### config.mk
export PLATFORM = sky130hd
export DESIGN_NAME = gerenciador_atributos
export DESIGN_NICKNAME = d
export VERILOG_FILES = /design/src/rtl/gerenciador_atributos.sv
export SDC_FILE = /design/constraint.sdc
export NUM_CORES = 1
export LEC_CHECK = 0
export ABC_AREA = 1
export CAP_MARGIN = 20
export CORE_MARGIN = 5
export CORE_UTILIZATION = 30
export CTS_CLUSTER_DIAMETER = 40
export DETAILED_ROUTE_END_ITERATION = 12
export SKIP_LAST_GASP = 1
export SLEW_MARGIN = 10
export SYNTH_ARGS = -nofsm -noshare
export SYNTH_HDL_FRONTEND = slang
export SYNTH_SLANG_ARGS = --single-unit
export TNS_END_PERCENT = 10
### constraint.sdc
create_clock -name clk -period 2.8 [get_ports clk]
set_input_delay 0.28 -clock clk [delete_from_list [all_inputs] [get_ports clk]]
set_output_delay 0.28 -clock clk [all_outputs]
set_load 0.02 [all_outputs]
### src/rtl/gerenciador_atributos.sv
// gerenciador_atributos
// Pet-attribute engine for the Tamagotchi core. Holds N_ATTR saturating
// attributes and updates all of them together once per prescaled tick,
// following the raise/hold masks from the behaviour FSM. It raises per-attribute
// low alerts with hysteresis, latches death (which freezes everything until a
// revive) and counts the pet's age in ticks.
//
// Ports
//   clk        system clock, rising edge
//   rst        synchronous active-high reset
//   pausa      freezes the prescaler while high
//   sobe       per-attribute raise request, sampled at the update edge
//   segura     per-attribute hold request, sampled at the update edge
//   reviver    restart request, honoured only while dead
//   atributos  packed current values (attr i at [i*WIDTH +: WIDTH])
//   alerta     per-attribute low flag
//   morreu     sticky death flag
//   tick       one-cycle pulse in the cycle the new values appear
//   idade      ticks survived, saturating at 16'hFFFF
module gerenciador_atributos #(
  parameter int                      N_ATTR        = 3,
  parameter int                      WIDTH         = 8,
  parameter int                      MAX_VAL       = 100,
  parameter logic [N_ATTR*WIDTH-1:0] INIT          = {8'd50, 8'd70, 8'd80},
  parameter int                      VEL_SUBIDA    = 7,
  parameter int                      VEL_DESCIDA   = 1,
  parameter int                      TICK_DIV      = 50_000_000,
  parameter int                      LIMIAR_MORTE  = 10,
  parameter int                      LIMIAR_ALERTA = 30,
  parameter int                      HIST          = 5
) (
  input  logic                      clk,
  input  logic                      rst,
  input  logic                      pausa,
  input  logic [N_ATTR-1:0]         sobe,
  input  logic [N_ATTR-1:0]         segura,
  input  logic                      reviver,
  output logic [N_ATTR*WIDTH-1:0]   atributos,
  output logic [N_ATTR-1:0]         alerta,
  output logic                      morreu,
  output logic                      tick,
  output logic [15:0]               idade
);

  localparam int CNT_W = $clog2(TICK_DIV);
  localparam int EW    = WIDTH + 1;
  localparam int CW    = WIDTH + 2;

  localparam logic [CNT_W-1:0] CNT_LAST   = CNT_W'(TICK_DIV - 1);
  localparam logic [EW-1:0]    MAX_EXT    = EW'(MAX_VAL);
  localparam logic [EW-1:0]    UP_STEP    = EW'(VEL_SUBIDA);
  localparam logic [EW-1:0]    DOWN_STEP  = EW'(VEL_DESCIDA);
  localparam logic [EW-1:0]    DEATH_LIM  = EW'(LIMIAR_MORTE);
  localparam logic [EW-1:0]    ALERT_SET  = EW'(LIMIAR_ALERTA);
  localparam logic [CW-1:0]    ALERT_CLR  = CW'(LIMIAR_ALERTA + HIST);

  logic [CNT_W-1:0]         cnt;
  logic                     active;
  logic                     updateEdge;
  logic [N_ATTR*WIDTH-1:0]  nextAttr;
  logic [N_ATTR-1:0]        nextAlerta;
  logic                     deathHit;
  logic                     reload;

  // One step of a single attribute. The extra top bit keeps the raise sum from
  // wrapping before it is clamped to MAX_VAL.
  function automatic logic [WIDTH-1:0] nextVal(input logic [WIDTH-1:0] v,
                                               input logic up,
                                               input logic hold);
    logic [EW-1:0] ext;
    logic [EW-1:0] sum;
    ext = {1'b0, v};
    sum = ext + UP_STEP;
    if (up)
      nextVal = (sum > MAX_EXT) ? MAX_EXT[WIDTH-1:0] : sum[WIDTH-1:0];
    else if (hold)
      nextVal = v;
    else if (ext > DOWN_STEP)
      nextVal = WIDTH'(ext - DOWN_STEP);
    else
      nextVal = '0;
  endfunction

  // The prescaler, attributes and age only move while unpaused and alive.
  assign active     = !pausa && !morreu;
  assign updateEdge = active && (cnt == CNT_LAST);
  assign reload     = rst || (reviver && morreu);

  // Candidate next state for every attribute; death and alerts look at the
  // post-update values, not the current ones.
  always_comb begin
    nextAttr   = atributos;
    nextAlerta = alerta;
    deathHit   = 1'b0;
    for (int i = 0; i < N_ATTR; i++) begin
      nextAttr[i*WIDTH +: WIDTH] = nextVal(atributos[i*WIDTH +: WIDTH], sobe[i], segura[i]);
      if ({1'b0, nextAttr[i*WIDTH +: WIDTH]} <= DEATH_LIM)
        deathHit = 1'b1;
      if ({1'b0, nextAttr[i*WIDTH +: WIDTH]} <= ALERT_SET)
        nextAlerta[i] = 1'b1;
      else if ({2'b00, nextAttr[i*WIDTH +: WIDTH]} > ALERT_CLR)
        nextAlerta[i] = 1'b0;
    end
  end

  // Reset and revive share the same reload; otherwise the prescaler advances
  // while active and everything else commits only on the update edge.
  always_ff @(posedge clk) begin
    if (reload) begin
      cnt       <= '0;
      atributos <= INIT;
      alerta    <= '0;
      morreu    <= 1'b0;
      tick      <= 1'b0;
      idade     <= '0;
    end else begin
      tick <= updateEdge;
      if (active)
        cnt <= (cnt == CNT_LAST) ? '0 : cnt + 1'b1;
      if (updateEdge) begin
        atributos <= nextAttr;
        alerta    <= nextAlerta;
        morreu    <= deathHit;
        if (idade != 16'hFFFF)
          idade <= idade + 16'd1;
      end
    end
  end

endmodule

==> flow_summary_export.csv, run 1 <==
group,metric,value,unit
run_status,status,"finished, final reports clean",
timing,finalSetupViolations,0,
logic_synthesis,syn_avg_cell_area,6.326,µm²
logic_synthesis,synth-async-reset-ratio,0,%
drt,drt_first_pass_iters,4,
final_layout,finalInstanceArea,5984,µm²
logic_synthesis,synth_area,4865,µm²
setup_path,cp_slowest_cell,"dfxtp_1",
clock_network,clock-root-buffer,"clkbuf_16",
drt,num_vias,4971,
power_and_ir_drop,clockPowerShare,54.0,%
setup_path,rr_worst_depth,16,
setup_path,critPathCapture,"morreu",
worst_hold_path,hold_class,"reg2reg",
logic_synthesis,yosys.area_share.xor_xnor,2.341,%
die,initial_utilization,30.62,%
logic_synthesis,synth_mux_area_share,0,%
setup_path,regToRegStartpoint,"atributos[0]",
drt,ant_nets,0,
timing,finalSetupTns,0,ns
logic_synthesis,synthCells,769,
setup_path,crit_start,"atributos[0]",
timing,worstMarginPinSlew,0.6263,ns
final_layout,final_common_cell,"nand2_1",
timing,timing.fmax,426.5,MHz
clock_network,cts.repair.resized,0,
setup_path,crit_top_cell,"nand2_1",
setup_path,worst_path_dominant_cell_family,"simple AND/OR/NAND/NOR gates",
logic_synthesis,synth_edf_count,0,
logic_synthesis,seq_area_frac_synth,29.22,%
clock_network,htree_levels,3,
timing,grt_setup_unrepaired,"false",
clock_network,cts_tree,"done",
clock_network,cts_max_path_buffers,2,
die,die_x,137.3,µm
timing,period_share,83.75,%
logic_synthesis,yosys_most_used_dff,"dfxtp_1",
power_and_ir_drop,combPwrFrac,5.4,%
final_layout,n_antenna_cell,0,
placed_design,dp_hpwl,9676,µm
power_and_ir_drop,seqPwrFrac,40.6,%
final_layout,final_util,37.67,%
power_and_ir_drop,ir_worst_vdd,0.1852,mV
run,max-cap-violations,0,
setup_path,cp.arrival,2.57,ns
setup_path,worstPathMaxFanout,7,
setup_path,critical_path_required,3.03,ns
die,ioPinCount,55,
grt,overflow,0,
die,die_area,18860,µm²
logic_synthesis,ys_ff_latch,71,
setup_path,cpPeakStageDelay,0.47,ns
final_layout,layout_common_cells,"nand2_1 (185), inv_1 (104), nor2_1 (92), dfxtp_1 (71), nand3_1 (55)",
drt,avgRoutedWirePerCell,12.08,µm
final_layout,num-fill-cells,1728,
die,core_area,15890,µm²
logic_synthesis,ys_warn_count,0,
logic_synthesis,synth_top_family_by_area,"simple AND/OR/NAND/NOR gates",
clock_network,tritoncts.num_buffers,9,
clock_network,cts.sinks,71,
clock_network,hold_buffers,0,
grt,grt_pass1_wl,21400,µm
setup_path,path_class,"reg2reg",
power_and_ir_drop,p_sw_share,21.72,%
logic_synthesis,ys_types,45,
timing,hold_viol_final,0,
setup_path,critical_path_depth,16,
die,rows,46,
power_and_ir_drop,power_density,418.4,nW/µm²
timing,period_needed,2.345,ns
placed_design,io_buffers,54,
grt,grt_pass1_vias,4526,
setup_path,critPathLaunchType,"flip-flop",
final_layout,areaGrowthSynthToFinish,23.02,%
power_and_ir_drop,static-leakage-power,2.489,nW
logic_synthesis,synth_compound_area_share,14.94,%
setup_path,rrSetupSlack,0.46,ns
setup_path,reg2reg_to,"morreu",
drt,drt_iter0_drc,236,
final_layout,drive_gt1_share,10.62,%
die,die_y,137.3,µm
setup_path,worstSetupEndpointType,"flip-flop",
placed_design,dpl_cell_area,5630,µm²
setup_path,path_cells,"inv_1 -> ha_1 -> a21oi_1 -> nand4_1 -> nand2_1 -> nand3_1 -> nand2_1 -> inv_2 -> nand2_1 -> nand2_1 -> nand2_1 -> nand2_1 -> nand2_1 -> nand3_1 -> nand2_1 -> nand2_1",
grt,antenna_found_initial,0,
logic_synthesis,synthSimpleGateAreaFrac,39.71,%
drt,routed_wl,12630,µm
power_and_ir_drop,switchingPower,0.5439,mW
timing,slew_violations,0,
timing,skew,0.006650,ns
final_layout,layout.nets,845,
power_and_ir_drop,intPower,1.960,mW
clock_network,clk_pin_slew,0.06,ns
clock_network,post_cts_buffers,0,
drt,post-route-drc-count,0,
setup_path,crit_buf_inv,2,
timing,maxSlewHeadroom,58.19,%
grt,gr-usage-all-layers,13.66,%
logic_synthesis,synth_fa_ha_area_share,2.829,%
timing,hold_ws,0.4560,ns
placed_design,place.gp.congestion,0.9020,
drt,via_per_inst,4.757,
grt,grt_max_degree,35,
power_and_ir_drop,power.total,2.504,mW
clock_network,insertion_delay,0.34,ns
logic_synthesis,synth_fp_nets,790,
[sequential cells by signal (all words and copies together), names as in the netlist]
signal,flops
idade,16
alerta,3
cnt,26
morreu,1
tick,1
atributos,24
[cell families (layout without fill, tap and decap cells)]
family | count (synthesis) | count (layout)
AO/OA/AOI/OAI | 121 | 121
adder cells (fa/ha/maj) | 11 | 11
buffers and inverters | 137 | 197
flip-flops | 71 | 71
XOR/XNOR | 13 | 13
AND/OR/NAND/NOR | 416 | 416
[cell type report]
class	count	area, µm²	share of cell area [%]
clock buffer	10	239.0	3.993
clock inverter	6	115.1	1.923
inverter	124	465.4	7.778
multi-input combinational	561	2910	48.63
sequential	71	1421	23.75
tap	216	270.3	4.516
timing repair buffer	57	563.0	9.408
[tightest hold or removal path: stages, from the launching register on]
cell,delay [ns]
dfxtp_1,0.32
inv_1,0.05
a21oi_1,0.05
[worst min path at each step]
stage / slack (ns) / endpoint / startpoint / cells after the start
global route: 0.48 / idade[8] / idade[8] / 2
global placement: 0.45 / idade[8] / idade[8] / 2
floorplan: 0.45 / cnt[25] / cnt[25] / 2
CTS: 0.46 / idade[8] / idade[8] / 2
detailed placement: 0.45 / idade[8] / idade[8] / 2
finish: 0.46 / idade[8] / idade[8] / 2
[through the flow]
step / setup WS [ns] / instances
floorplan: 0.7073 / 769
global placement: 0.5042 / 1029
detailed placement: 0.4303 / 1029
CTS: 0.4828 / 1045
global route: 0.1913 / 1045
finish: 0.4551 / 1045
[routing by layer]
metal,global-route usage [%],vias to the layer above,part of all wire [%],wire [µm]
met5,0,-,0,0
met2,22.02,98,44,5495
met3,2.118,10,4.3,539
met4,3.603,0,1.2,149
li1,-,2618,-,-
met1,19.01,2245,51,6442
[cells in the mapped netlist (all sizes together), types with 2 or more instances]
cell type  instances  area, µm²
nor2             104      435.4
nand3             60      325.3
clkbuf             2      7.510
or2                3      18.77
ha                11      137.6
nand2            195      757.0
nand4             19      146.4
a21oi             37      207.7
nor4               5      46.29
o21a               2      15.01
a31oi              2      12.51
a211oi             4      30.03
nor3b              2      25.02
o31ai              3      22.52
o21ai             45      247.7
buf               11      60.05
o211a              2      20.02
o211ai             3      22.52
o22ai             20      125.1
nor3              27      170.2
xor2              12      105.1
inv              123      461.7
dfxtp             71       1421
[power by group through the flow]
stage          Sequential (mW)  Clock [mW]  Combinational (mW)
3_5_place_dp              1.04           0               0.134
2_1_floorplan             1.04           0              0.0919
5_1_grt                   1.02        1.43               0.155
3_3_place_gp              1.04           0               0.135
4_1_cts                   1.02        1.38               0.135
6_report                  1.02        1.35               0.135
Note: power is estimated with default switching activity, not from simulation.
==> run 2, diff against run 1 <==
==> constraint.sdc (replaced) <==
create_clock -name clk -period 2.1 [get_ports clk]
set_input_delay 0.21 -clock clk [delete_from_list [all_inputs] [get_ports clk]]
set_output_delay 0.21 -clock clk [all_outputs]
set_load 0.02 [all_outputs]
==> run 2 against run 1 <==
- maximum frequency is 22% higher
- via count is 2.1% higher
- die area stayed put
- count of clock-buffer cells in the layout is 1 higher
- wire length is 3.0% higher
- clock power is 43% higher
- clock skew is 0.0036 ns higher
- combinational power is 56% higher
- critical path depth is 1 higher
- critical path type unchanged
- largest cell class unchanged
==> flow_summary_export.csv, run 2 (synthesis gave the netlist of run 1 again) <==
group,metric,value,unit
die,die_y,137.3,µm
grt,use_met1,18.65,%
timing,period_needed,1.916,ns
grt,grt_pass1_wl,21500,µm
power_and_ir_drop,power.total,3.495,mW
power_and_ir_drop,ir_worst_vdd,0.4261,mV
timing,worstMarginPinSlew,0.5110,ns
setup_path,crit_start,"atributos[8]",
drt,ant_nets,0,
power_and_ir_drop,clockPowerShare,55.2,%
grt,grt.met2_usage,23.02,%
worst_hold_path,whs_path_depth,2,
placed_design,dpl_cell_area,5963,µm²
power_and_ir_drop,power_density,543.6,nW/µm²
power_and_ir_drop,seqPwrFrac,38.7,%
die,die_area,18860,µm²
power_and_ir_drop,switchingPower,0.7433,mW
clock_network,cts.sinks,71,
power_and_ir_drop,intPower,2.752,mW
worst_hold_path,hold_path.startpoint,"idade[8]",
clock_network,clk_pin_slew,0.06,ns
placed_design,place.gp.congestion,0.8807,
drt,post-route-drc-count,0,
run,max-cap-violations,0,
timing,hold_viol_final,0,
setup_path,rrSetupSlack,0.18,ns
timing,period_share,91.24,%
timing,maxSlewHeadroom,65.67,%
grt,grt_max_degree,19,
clock_network,htree_levels,3,
clock_network,cts_max_path_buffers,2,
grt,use_met3,2.557,%
drt,routed_wl,13010,µm
timing,timing.fmax,521.9,MHz
grt,grt_pass1_vias,4679,
timing,finalSetupTns,0,ns
grt,globalRoute.busiestLayer,"met2",
placed_design,dp_hpwl,9882,µm
final_layout,areaGrowthSynthToFinish,32.18,%
setup_path,worstSetupEndpointType,"flip-flop",
die,core_area,15890,µm²
final_layout,top_regs,"cnt x26, atributos x24, idade x16",
drt,num_vias,5077,
clock_network,tritoncts.num_buffers,9,
final_layout,final_common_cell,"nand2_1",
timing,skew,0.01022,ns
clock_network,insertion_delay,0.34,ns
final_layout,drive_gt1_share,17.57,%
timing,slew_violations,0,
setup_path,rr_worst_depth,17,
timing,hold_ws,0.4618,ns
setup_path,critPathLaunchType,"flip-flop",
die,initial_utilization,30.62,%
setup_path,path_class,"reg2reg",
clock_network,clock-root-buffer,"clkbuf_16",
power_and_ir_drop,static-leakage-power,2.727,nW
grt,antenna_found_initial,0,
drt,avgRoutedWirePerCell,11.97,µm
final_layout,regMostFlops,"cnt",
timing,finalSetupViolations,0,
worst_hold_path,hold_class,"reg2reg",
die,die_x,137.3,µm
drt,drt_first_pass_iters,5,
die,ioPinCount,55,
final_layout,final_util,40.48,%
grt,gr-usage-all-layers,14.06,%
final_layout,n_antenna_cell,0,
placed_design,io_buffers,54,
setup_path,regToRegStartpoint,"atributos[8]",
drt,via_per_inst,4.671,
final_layout,layout.nets,887,
die,rows,46,
setup_path,cp.arrival,2.15,ns
power_and_ir_drop,p_sw_share,21.27,%
final_layout,finalInstanceArea,6430,µm²
drt,drt_iter0_drc,197,
run_status,status,"finished, final reports clean",
power_and_ir_drop,combPwrFrac,6.0,%
setup_path,worstPathMaxFanout,5,
setup_path,critical_path_required,2.34,ns
final_layout,largest_register_ff_count,26,
final_layout,layout_common_cells,"nand2_1 (178), inv_1 (102), nor2_1 (88), dfxtp_1 (65)",
clock_network,cts_tree,"done",
timing,grt_setup_unrepaired,"true",
final_layout,num-fill-cells,1688,
grt,overflow,0,
## run 2: critical path, cell delays in order (launching register included)
cell and delay [ns]:
dfxtp_2 0.35, inv_2 0.05, ha_2 0.20, inv_1 0.06, nor2_1 0.04, or2_2 0.31
nand2_1 0.07, nand3_1 0.08, nand2_2 0.08, nand3_1 0.07, nand2_1 0.13, nand2_1 0.06
clkinv_1 0.05, nand2_1 0.04, nand3_1 0.07, nand2_1 0.05, nand2_1 0.05, nand2_1 0.04
## run 2: layer usage
metal,up-vias,routed length (µm),share of wire (%)
met3,12,633,4.9
met4,0,187,1.4
met1,2253,6404,49
met5,-,0,0
met2,111,5782,44
li1,2701,-,-
## run 2: repair_timing
item,4_1_cts,5_1_grt
buffers inserted,0,1
gates resized for setup,0,31
hold buffers,0,0
endpoints found under the hold margin,0,0
endpoints found under the setup margin,0,7
## run 2: power by group through the flow
stage	Sequential (mW)	Combinational, mW	Clock [mW]
2_1_floorplan	1.38	0.123	0
3_3_place_gp	1.38	0.206	0
3_5_place_dp	1.38	0.204	0
4_1_cts	1.35	0.206	1.98
5_1_grt	1.35	0.235	2.02
6_report	1.35	0.211	1.93
## run 2: area by class of cell
class                           instances  area, µm²  area share (%)
Tap cell                              216      270.3           4.203
Timing Repair Buffer                   99      907.1           14.11
Sequential cell                        71       1429           22.22
Multi-Input combinational cell        561       2987           46.45
Inverter                              124      465.4           7.239
Clock buffer                           11      242.7           3.775
Clock inverter                          5      128.9           2.004
## run 2: metrics by stage
step	std cells	setup slack, ns
2_1_floorplan	769	0.007300
3_3_place_gp	1070	-0.005618
3_5_place_dp	1070	0.005563
4_1_cts	1086	0.06918
5_1_grt	1087	-0.03610
6_report	1087	0.1839
## run 2: path summary, 6_finish.rpt
path               endpoint
setup / recovery  alerta[1]
hold / removal     idade[8]
setup reg to reg  alerta[1]
hold reg to reg    idade[8]
==> run 3, diff against run 2 <==
--- a/config.mk
+++ b/config.mk
@@ -6,8 +6,6 @@
 export NUM_CORES = 1
 export LEC_CHECK = 0
 export ABC_AREA = 1
-export CAP_MARGIN = 20
-export CORE_MARGIN = 5
 export CORE_UTILIZATION = 30
 export CTS_CLUSTER_DIAMETER = 40
 export DETAILED_ROUTE_END_ITERATION = 12
==> run 3 against run 2 <==
- the run now ends with design-rule violations left
- die area is 11% lower
- core utilization hardly changed
- combinational power is 2% higher
- cell count stayed put
- total power is 8.1% lower
- sequential power hardly changed
- largest cell class unchanged
==> flow_summary_export.csv, run 3 (synthesis gave the netlist of run 1 again) <==
group,metric,value,unit
timing,period_needed,1.906,ns
clock_network,clk_pin_slew,0.06,ns
timing,hold_viol_final,0,
run,max-cap-violations,0,
setup_path,crit_start,"atributos[16]",
clock_network,cts_tree,"done",
timing,worstMarginPinSlew,0.5160,ns
final_layout,regMostFlops,"cnt",
grt,antenna_found_initial,0,
grt,overflow,0,
clock_network,cts_max_path_buffers,2,
die,ioPinCount,55,
final_layout,n_antenna_cell,0,
setup_path,regToRegStartpoint,"atributos[16]",
final_layout,num-fill-cells,1710,
placed_design,dpl_cell_area,5941,µm²
drt,avgRoutedWirePerCell,11.91,µm
clock_network,htree_levels,3,
placed_design,io_buffers,54,
setup_path,cp.arrival,2.14,ns
die,initial_utilization,30.62,%
final_layout,finalInstanceArea,6424,µm²
timing,timing.fmax,524.7,MHz
final_layout,largest_register_ff_count,26,
timing,skew,0.005172,ns
die,rows,46,
run_status,violations,"design-rule violations",
grt,grt_pass1_vias,4641,
grt,gr-usage-all-layers,16.14,%
setup_path,path_class,"reg2reg",
drt,post-route-drc-count,1,
power_and_ir_drop,power.total,3.211,mW
setup_path,worstPathMaxFanout,6,
clock_network,clock-root-buffer,"clkbuf_16",
timing,finalSetupViolations,0,
setup_path,rr_worst_depth,16,
setup_path,cpPeakStageDelay,0.32,ns
placed_design,place.gp.congestion,0.8841,
timing,maxSlewHeadroom,65.33,%
final_layout,layout.nets,887,
drt,drt_first_pass_iters,9,
grt,grt_max_degree,19,
power_and_ir_drop,power_density,499.8,nW/µm²
clock_network,insertion_delay,0.34,ns
setup_path,worst_path_dominant_cell_family,"simple AND/OR/NAND/NOR gates",
final_layout,top_regs,"cnt x26, atributos x24, idade x16",
timing,slew_violations,0,
clock_network,cts.sinks,71,
die,die_y,129.3,µm
setup_path,reg2reg_to,"morreu",
drt,num_vias,5136,
setup_path,critical_path_required,2.34,ns
setup_path,critPathLaunchType,"flip-flop",
final_layout,areaGrowthSynthToFinish,32.05,%
drt,via_per_inst,4.725,
final_layout,final_common_cell,"nand2_1",
setup_path,crit_top_cell,"nand2_1",
setup_path,crit_buf_inv,2,
power_and_ir_drop,ir_worst_vdd,0.4111,mV
final_layout,layout_common_cells,"nand2_1 (171), inv_1 (100), nor2_1 (87), dfxtp_1 (65), clkdlybuf4s50_1 (54)",
setup_path,path_cells,"buf_4 -> ha_1 -> nor2_1 -> nor2_2 -> nand3_2 -> nor2_2 -> nor2_2 -> nand3_1 -> nand3_2 -> inv_2 -> nand2_1 -> nor2_1 -> nand2_1 -> nand3_1 -> nand2_1 -> nand2_1",
setup_path,critPathCapture,"morreu",
die,core_area,15890,µm²
clock_network,tritoncts.num_buffers,9,
worst_hold_path,hold_class,"reg2reg",
timing,grt_setup_unrepaired,"true",
die,die_area,16730,µm²
timing,period_share,90.75,%
power_and_ir_drop,static-leakage-power,2.699,nW
final_layout,drive_gt1_share,19.17,%
grt,grt_pass1_wl,21670,µm
drt,routed_wl,12940,µm
run_status,status,"finished with violations",
setup_path,rrSetupSlack,0.19,ns
die,die_x,129.3,µm
placed_design,dp_hpwl,9727,µm
setup_path,cp_slowest_cell,"dfxtp_2",
worst_hold_path,hold_path.startpoint,"idade[8]",
drt,ant_nets,0,
drt,drt_iter0_drc,277,
setup_path,critical_path_depth,16,
setup_path,worstSetupEndpointType,"flip-flop",
run 3: worst register-to-register path, cell delays in order (launching register included):
cell,delay [ns]
dfxtp_2,0.32
buf_4,0.15
ha_1,0.19
nor2_1,0.13
nor2_2,0.07
nand3_2,0.09
nor2_2,0.04
nor2_2,0.14
nand3_1,0.14
nand3_2,0.13
inv_2,0.04
nand2_1,0.08
nor2_1,0.04
nand2_1,0.08
nand3_1,0.07
nand2_1,0.06
nand2_1,0.04
run 3: final cells by class:
type	count	area, µm²	area share [%]
multi-input cells	561	3038	47.29
flip-flops and latches	71	1429	22.24
repair buffers	99	907.1	14.12
inverters	124	465.4	7.246
well taps	216	270.3	4.207
clock buffers	10	229.0	3.564
clock inverters	6	85.08	1.325
run 3: where the power goes:
group	total (mW)	switching, mW	internal (mW)
combinational	0.216	0.130	0.0864
clock	1.64	0.605	1.04
sequential	1.35	0.00305	1.35
total	3.21	0.738	2.47
run 3: stage by stage:
stage	setup WS (ns)	setup TNS [ns]	std cells	hold slack, ns	utilization (%)
final	0.1942	0	1087	0.4602	40.44
after global routing	-0.02771	-0.08659	1087	0.4879	40.44
after CTS	0.06017	0	1083	0.4639	39.37
after detailed placement	0.006186	0	1067	0.4542	37.40
after global placement	-0.001862	-0.003516	1067	0.4508	37.40
after floorplan	0.007300	0	769	0.3850	-
run 3: what timing repair did:
action                     in CTS  in global routing
buffers inserted                0                  4
resized for setup               0                 45
setup endpoints to repair       0                  4
hold buffers                    0                  0
run 3: worst min-delay path by stage:
stage / slack [ns] / depth (start not counted) / endpoint
finish: 0.46 / 2 / idade[8]
global route: 0.49 / 2 / idade[8]
CTS: 0.46 / 2 / idade[8]
detailed placement: 0.45 / 2 / idade[8]
global placement: 0.45 / 2 / idade[8]
floorplan: 0.38 / 2 / atributos[5]
run 3: routing by layer:
layer / vias up / GRT usage (%) / wire (µm)
met5: - / 0 / 0
met4: 0 / 6.505 / 233
met3: 15 / 2.808 / 560
met2: 123 / 25.68 / 5773
met1: 2289 / 21.59 / 6375
li1: 2709 / - / -
==> edit, RTL diff (settings of run 2) <==
`TICK_DIV`: 50_000_000 -> 100_000_000.
--- a/src/rtl/gerenciador_atributos.sv
+++ b/src/rtl/gerenciador_atributos.sv
@@ -24,7 +24,7 @@
   parameter logic [N_ATTR*WIDTH-1:0] INIT          = {8'd50, 8'd70, 8'd80},
   parameter int                      VEL_SUBIDA    = 7,
   parameter int                      VEL_DESCIDA   = 1,
-  parameter int                      TICK_DIV      = 50_000_000,
+  parameter int                      TICK_DIV      = 100_000_000,
   parameter int                      LIMIAR_MORTE  = 10,
   parameter int                      LIMIAR_ALERTA = 30,
   parameter int                      HIST          = 5
Formal check against the unedited RTL: no difference found for any inputs over 10 cycles, from zero or initial values; that may be too few to reach the edited logic, so the function may still have changed.
==> edit against run 2 <==
Global-route usage about the same. Sequential cell count is 1 higher. Utilization increased by 0.55 points. Worst hold slack got worse by 1.5 ps. Wire length increased by 6.2%. Area after synthesis up 1.3%. Cell area is 2.1% higher. Via count up 4.5%. Worst setup slack got worse by 110 ps. Total power decreased by 8.1%. Final cell count rose by 4.0%. Largest cell class unchanged.
==> edit: results (changes against run 2) <==
Hold path
  – Hold Crit Start: cnt[23]$_SDFFE_PP0P_
  – Hold Path End: cnt[23]$_SDFFE_PP0P_
  – Worst hold stages: 1 (-1)

Routing
  – WL met1: 6690 µm (+4.4%)
  – Metal3 WL: 529 µm (-16%)
  – Via count: 5307 (+4.5%)
  – WL final: 13800 µm (+6.2%)
  – Met2 wire len: 6460 µm (+12%)

Yosys
  – Post-synth top cells: nand2_1 (213), inv_1 (114), nor2_1 (92), dfxtp_1 (72), nand3_1 (63)
  – Compound-Gate Fraction of Synth Area: 0.135 (-0.0147)
  – Library cells used by synthesis: 39 (-13%)
  – Syn Inst Count: 798 (+3.8%)
  – Register area share after synthesis: 0.292 (about the same)
  – Syn Nets: 818 (+3.5%)
  – Post-synthesis adder-cell area fraction: 0.0254 (-0.00291)
  – Post-Synth XOR/XNOR Area: 0.0355 (+0.0121)
  – Largest cells by area after synthesis: dfxtp_1 (29%), nand2_1 (16%), inv_1 (8.7%), nor2_1 (7.0%), nand3_1 (6.4%)

Worst setup path
  – Worst setup endpoint: alerta[0]$_SDFFE_PP0P_
  – Top delay family on crit path: simple AND/OR/NAND/NOR gates
  – Arr. time, crit path: 2240 ps (+90 ps)
  – Reg2Reg Depth: 14 (-3)
  – Worst R2R Start: atributos[0]$_SDFFE_PP0P_
  – Max incr delay on CP: 310 ps (-40 ps)
  – Highest-delay cell along the critical path: dfxtp_1

Global route
  – M2 GR Usage: 0.236 (+0.00588)
  – Vias in the first global route: 4850 (+3.7%)
  – Largest net degree at the start of global routing: 18 (-1)
  – Met1 usage in global routing: 0.185 (-0.00141)
  – GRT Util Overall: 0.140 (-0.000210)
  – Global-route wire length before repair: 23100 µm (+7.6%)
  – Met3 usage: 0.0286 (+0.00305)

STA
  – Tightest hold margin: 460 ps (-1.53 ps)
  – Clock Skews: 8.39 ps (-1.83 ps)
  – Worst rel slew slack: 0.731 (+0.0744)
  – Period utilisation layout: 0.963 (+0.0503)

Layout
  – Layout Nets: 929 (+4.7%)
  – Top Registers: cnt x27, atributos x24, idade x16
  – Fillcell total: 1717 (+1.7%)
  – Layout cells sized above 1: 0.146 (-0.0301)
  – Register area: 1450 µm² (+1.1%)

Pwr
  – Pleak: 2.77 nW (+1.6%)
  – Worst IR Drop VDD: 0.369 mV (-13%)

Status
  – Status: complete, no violations

Placed design
  – Placed inst area: 6090 µm² (+2.1%)
  – Post-DP HPWL: 10700 µm (+8.2%)
-- edit: changes by cell type in the layout (fill, tap and decap cells not counted), moves of 4 or more --
cell,run 2,this run
buf_4,42,58
dfxtp_1,65,69
inv_1,102,113
inv_2,21,9
nand2_1,178,208
nand2_2,17,10
nand3_1,54,60
nand4_1,16,22
nor2_2,12,7
nor3_2,7,2
nor3b_1,0,5
o21ai_1,14,8
xor2_1,12,17
-- edit: cell type report --
| type | instances | area share |
|---|---|---|
| timing repair buffer | 113 | 0.152 |
| inverter | 124 | 0.0713 |
| tap | 216 | 0.0412 |
| clock inverter | 6 | 0.0126 |
| multi-input combinational | 589 | 0.467 |
| sequential | 72 | 0.220 |
| clock buffer | 10 | 0.0364 |
-- edit: repair_timing --
| action | 4_1_cts | 5_1_grt |
|---|---|---|
| gates resized for setup | 1 | 39 |
| setup buffers | 0 | 4 |
| endpoints found under the setup margin | 2 | 11 |
| pin swaps | 0 | 11 |
